## config.mk

```make
export PLATFORM = sky130hd
export DESIGN_NAME = bcd_binary
export DESIGN_NICKNAME = d
export VERILOG_FILES = /design/src/rtl/bcd_pkg.sv /design/src/rtl/bcd_digit_corr.sv /design/src/rtl/bcd_binary.sv
export SDC_FILE = /design/constraint.sdc
export NUM_CORES = 1
export LEC_CHECK = 0
export CORE_MARGIN = 1
export CORE_UTILIZATION = 40
export CTS_CLUSTER_DIAMETER = 80
export DETAILED_ROUTE_END_ITERATION = 8
export DONT_BUFFER_PORTS = 1
export SYNTH_ARGS = -nofsm -noshare
export SYNTH_HDL_FRONTEND = slang
export SYNTH_SLANG_ARGS = --single-unit
```

## constraint.sdc

```tcl
create_clock -name clk -period 3.1 [get_ports clk]
set_input_delay 0.62 -clock clk [delete_from_list [all_inputs] [get_ports clk]]
set_output_delay 0.62 -clock clk [all_outputs]
set_load 0.05 [all_outputs]
```

## src/rtl/bcd_pkg.sv

```systemverilog
// Shared definitions for the BCD <-> binary converters: FSM states, digit
// constants and a helper giving the minimum binary width for a digit count.
package bcd_pkg;

    typedef enum logic [1:0] {
        IDLE  = 2'd0,
        CHECK = 2'd1,
        SHIFT = 2'd2,
        DONE  = 2'd3
    } state_t;

    localparam int DIGIT_W       = 4;
    localparam int BCD_MAX_DIGIT = 9;
    localparam int DD_CORR       = 3;
    localparam int DD_THRESH     = 8;

    // Bits needed to hold 10^digits - 1.
    function automatic int min_bin_w(input int digits);
        longint v;
        int     w;
        v = 1;
        for (int i = 0; i < digits; i++) v = v * 10;
        v = v - 1;
        w = 0;
        while (v > 0) begin
            w++;
            v = v >> 1;
        end
        return w;
    endfunction

endpackage

```

## src/rtl/bcd_digit_corr.sv

```systemverilog
// Reverse double-dabble digit correction: a digit that reached 8 or more
// after the right shift gets 3 subtracted.
module bcd_digit_corr
    import bcd_pkg::*;
(
    input  logic [DIGIT_W-1:0] din,
    output logic [DIGIT_W-1:0] dout
);

    always_comb begin
        dout = din;
        if (din >= DIGIT_W'(DD_THRESH))
            dout = din - DIGIT_W'(DD_CORR);
    end

endmodule

```

## src/rtl/bcd_binary.sv

```systemverilog
// Sequential BCD-to-binary converter (reverse double-dabble, one shift per clock).
// Optional range check on the result is enabled by BCD_BINARY_RANGE_CHECK_EN.
module bcd_binary
    import bcd_pkg::*;
#(
    parameter int NUM_DIGITS = 4,
    parameter int BIN_W      = 14,
    parameter int MAX_VAL    = 4095
) (
    input  logic                          clk,
    input  logic                          reset,
    input  logic [DIGIT_W*NUM_DIGITS-1:0] BCD_in,
    input  logic                          valid,
    output logic                          busy,
    output logic                          done,
    output logic [BIN_W-1:0]              bin_result,
    output logic                          error,
    output logic                          overflow
);

    localparam int BCD_W = DIGIT_W * NUM_DIGITS;
    localparam int CNT_W = $clog2(BIN_W + 1);

    if (BIN_W < min_bin_w(NUM_DIGITS)) begin : g_bad_bin_w
        $error("bcd_binary: BIN_W too small for NUM_DIGITS");
    end
    if (MAX_VAL < 0) begin : g_bad_max_val
        $error("bcd_binary: MAX_VAL must be non-negative");
    end

    state_t             state, state_nxt;
    logic [BCD_W-1:0]   bcd_reg, bcd_shift, bcd_corr;
    logic [BIN_W-1:0]   acc, acc_shift;
    logic [CNT_W-1:0]   cnt;
    logic               bad_digit;
    logic               last_shift;

    always_comb begin
        bad_digit = 1'b0;
        for (int i = 0; i < NUM_DIGITS; i++)
            if (bcd_reg[i*DIGIT_W +: DIGIT_W] > DIGIT_W'(BCD_MAX_DIGIT))
                bad_digit = 1'b1;
    end

    // BCD LSB drops into the accumulator MSB; digits are then corrected.
    assign bcd_shift  = bcd_reg >> 1;
    assign acc_shift  = {bcd_reg[0], acc[BIN_W-1:1]};
    assign last_shift = (state == SHIFT) && (cnt == CNT_W'(1));

    for (genvar g = 0; g < NUM_DIGITS; g++) begin : g_corr
        bcd_digit_corr u_corr (
            .din  (bcd_shift[g*DIGIT_W +: DIGIT_W]),
            .dout (bcd_corr[g*DIGIT_W +: DIGIT_W])
        );
    end

    always_ff @(posedge clk or negedge reset) begin
        if (!reset) state <= IDLE;
        else        state <= state_nxt;
    end

    always_comb begin
        state_nxt = state;
        busy      = 1'b0;
        done      = 1'b0;
        case (state)
            IDLE:  if (valid) state_nxt = CHECK;
            CHECK: begin
                busy      = 1'b1;
                state_nxt = bad_digit ? DONE : SHIFT;
            end
            SHIFT: begin
                busy = 1'b1;
                if (last_shift) state_nxt = DONE;
            end
            DONE: begin
                done      = 1'b1;
                state_nxt = IDLE;
            end
            default: state_nxt = IDLE;
        endcase
    end

    // Results are written on the edge entering DONE so they are already
    // valid while the done pulse is high.
    always_ff @(posedge clk or negedge reset) begin
        if (!reset) begin
            bcd_reg    <= '0;
            acc        <= '0;
            cnt        <= '0;
            bin_result <= '0;
            error      <= 1'b0;
        end else begin
            case (state)
                IDLE: if (valid) begin
                    bcd_reg <= BCD_in;
                    acc     <= '0;
                    cnt     <= CNT_W'(BIN_W);
                end
                CHECK: if (bad_digit) begin
                    bin_result <= '0;
                    error      <= 1'b1;
                end
                SHIFT: begin
                    bcd_reg <= bcd_corr;
                    acc     <= acc_shift;
                    cnt     <= cnt - CNT_W'(1);
                    if (last_shift) begin
                        bin_result <= acc_shift;
                        error      <= 1'b0;
                    end
                end
                default: ;
            endcase
        end
    end

`ifdef BCD_BINARY_RANGE_CHECK_EN
    always_ff @(posedge clk or negedge reset) begin
        if (!reset)
            overflow <= 1'b0;
        else if (state == CHECK && bad_digit)
            overflow <= 1'b0;
        else if (last_shift)
            overflow <= (acc_shift > BIN_W'(MAX_VAL));
    end
`else
    assign overflow = 1'b0;
`endif

endmodule

```

==> flow_metrics.env <==
export IMPL_worst_slack_ps=907
export IMPL_post_route_drc_count=0
export IMPL_cp_max_fo=30
export IMPL_final_common_cell="dfrtp_1"
export IMPL_worstPathRequired_ps=3350
export IMPL_dp_cells=391
export IMPL_seq_area_frac_synth_pct=44.1
export IMPL_die_h_um=86.2
export IMPL_layout_drive_gt1_share_pct=6.91
export IMPL_post_route_period_util_pct=70.7
export IMPL_drtPass1Iterations=4
export IMPL_overflow=0
export IMPL_status="completed"
export IMPL_numClockSinks=50
export IMPL_clock_latency_ps=300
export IMPL_syn_num_nets=343
export IMPL_start_util_pct=41.5
export IMPL_cts_root_buf="clkbuf_8"
export IMPL_core_sq_um=6830
export IMPL_antenna_found_initial=0
export IMPL_pwr_share_clk_pct=13.6
export IMPL_die_area_sq_um=7430
export IMPL_gp_congestion=0.866
export IMPL_wl_per_cell_um=16.7
export IMPL_place_ws_ps=931
export IMPL_diodes=0
export IMPL_r2r_start="state[0]"
export IMPL_sw_frac_of_total_pct=47.3
export IMPL_place_area_sq_um=2900
export IMPL_p_int_mw=1.45
export IMPL_drt_iter0_drc=136
export IMPL_combPwrFrac_pct=49.2
export IMPL_vdd_drop_max_v=0.000651
export IMPL_place_detailed_hpwl_um=4410
export IMPL_synth_async_reset_ratio_pct=100
export IMPL_grt_usage_pct=19.4
export IMPL_syn_inst=312
export IMPL_synth_enable_flop_cells=0
export IMPL_final_cell_mix="dfrtp_1 (50), nand3_1 (39), nand2_1 (31)"
export IMPL_synthMuxAreaShare_pct=2.12
export IMPL_netlist_area_sq_um=2840
export IMPL_io_pins=37
export IMPL_cts_tree="built"
export IMPL_setup_viol=0
export IMPL_cpMostUsedCell="nand3_1"
export IMPL_syn_to_final_growth_pct=6.30
export IMPL_largest_register_ffs=16
export IMPL_clkTransAtPathRegs_ps=90
export IMPL_startpoint_type="flop"
export IMPL_drt_wl_total_um=6660
export IMPL_route_met2_wl_um=3160
export IMPL_hp_class="in2async"
export IMPL_synth_compound_area_share_pct=22.1
export IMPL_power_density_nw_per_um2=911
export IMPL_netSwitchingPower_mw=1.30
export IMPL_worstPathCellList="inv_1, ha_2, buf_4, nor2b_1, nand3_1, nand3_1, a221o_1"
export IMPL_syn_avg_cell_area_sq_um=9.10
export IMPL_cts_hold_buf=2
export IMPL_cp_slowest_cell="nor2b_1"
export IMPL_die_w_um=86.2
export IMPL_finalClockSkew_ps=7.44
export IMPL_seq_power_share_pct=37.2
export IMPL_timing_fmax_ghz=0.456
export IMPL_vias_per_cell=5.72
export IMPL_critical_path_buf_inv_count=2
export IMPL_crit_family="simple AND/OR/NAND/NOR gates"
export IMPL_yosys_warnings=0
export IMPL_detail_route_antenna_nets=0
export IMPL_post_cts_buffers=0
export IMPL_top_layer="met4"
export IMPL_stdcell_area_sq_um=3020
export IMPL_tightest_slew_ps=685
export IMPL_wl_met3_um=420
export IMPL_drv_cap=0
export IMPL_grt_max_degree=50
export IMPL_cts_max_path_buffers=2
export IMPL_dr_total_vias=2287
export IMPL_synth_fa_ha_area_share_pct=5.29
export IMPL_io_buffers=0
export IMPL_critPathLaunch="state[0]"
export IMPL_synthXorXnorAreaFrac_pct=1.85
export IMPL_rsz0062_at_grt="no"
export IMPL_synthDistinctLibCells=38
export IMPL_min_period_ps=2190
export IMPL_m1WireLength_um=3030
export IMPL_synthSimpleGateAreaFrac_pct=18.4
export IMPL_nets=335
export IMPL_hold_viol=0
export IMPL_worstSetupEndpointType="flop"
export IMPL_timing_slew_headroom_pct=54.3
export IMPL_grt_first_pass_wirelength_um=11200
export IMPL_path_class="reg2reg"
export IMPL_cts_resized=0
export IMPL_tns_ps=0
export IMPL_grt_pass1_vias=2166
export IMPL_instances_no_fill=400
export IMPL_synth_top_family_by_area="compound AO/OA/AOI/OAI gates"
export IMPL_yosys_register_bits=50
export IMPL_ys_flop_type="dfrtp_1"
export IMPL_critPathArrivalTime_ps=2440
export IMPL_htreeDepth=2
export IMPL_max_stage_delay_ps=550
export IMPL_drv_slew=0
export IMPL_cts_made_buffers=5
export IMPL_std_cell_rows=30
export IMPL_leakage_nw=1.43
==> kinds of logic after synthesis <==
| logic type | Yosys count |
|---|---|
| compound gates | 92 |
| xor+xnor | 6 |
| fa+ha+maj | 12 |
| buf+inv | 38 |
| flops | 50 |
| mux | 6 |
| other cells | 1 |
| simple gates | 107 |
==> metal layers <==
layer	vias to the layer above	GRT usage [%]
li1	1109	-
met4	0	4.55
met5	-	0
met3	7	4.29
met1	1109	26.4
met2	62	31.6
==> Yosys cell counts (all sizes together), types with 2 or more instances <==
cell / n / area, sq um
and3: 8 / 50.1
a22o: 13 / 114
xnor2: 6 / 52.6
a31oi: 9 / 56.3
nor2b: 9 / 56.3
nor3: 2 / 10.0
a21oi: 22 / 110
o22ai: 8 / 50.1
buf: 12 / 72.6
o22a: 2 / 17.5
a211o: 6 / 52.6
nand3: 39 / 195
a221oi: 4 / 35.0
nand2: 31 / 116
dfrtp: 50 / 1250
o21ai: 18 / 97.6
mux2i: 6 / 60.1
a221o: 8 / 80.1
inv: 13 / 48.8
nor2: 11 / 41.3
clkbuf: 12 / 45.0
ha: 12 / 150
==> path summary, 6_finish.rpt <==
path	end	slack (ps)	depth (start not counted)
worst max-delay path	bin_result[5]	910	7
worst min-delay path	bin_result[9]	160	1
worst max register to register	bin_result[5]	910	7
worst min register to register	bcd_reg[0]	530	2
max in group asynchronous	bcd_reg[1]	2430	1
min in group clk	bcd_reg[13]	500	2
==> area by class of cell <==
cell class,count,area [sq um]
Timing Repair Buffer,9,90.1
Clock inverter,2,10.0
Multi-Input combinational cell,224,1420
Clock buffer,5,68.8
Tap cell,96,120
Inverter,14,52.6
Sequential cell,50,1250
Fill cell,682,3810
==> stage by stage <==
stage | total power [mW] | util [%] | hold slack (ps)
finish | 2.75 | 44.2 | 159
global placement | 2.34 | 42.5 | 327
floorplan | 2.06 | - | 324
global route | 2.99 | 44.2 | 168
CTS | 2.77 | 44.2 | 163
detailed placement | 2.37 | 42.5 | 327
==> power by group through the flow <==
| stage | Sequential (mW) | Clock [mW] | Combinational (mW) |
|---|---|---|---|
| 4_1_cts | 1.02 | 0.387 | 1.36 |
| 5_1_grt | 1.05 | 0.411 | 1.53 |
| 3_5_place_dp | 1.04 | 0 | 1.34 |
| 2_1_floorplan | 0.975 | 0 | 1.09 |
| 3_3_place_gp | 1.03 | 0 | 1.31 |
| 6_report | 1.02 | 0.373 | 1.35 |
Power figures use the tool's default switching activity.
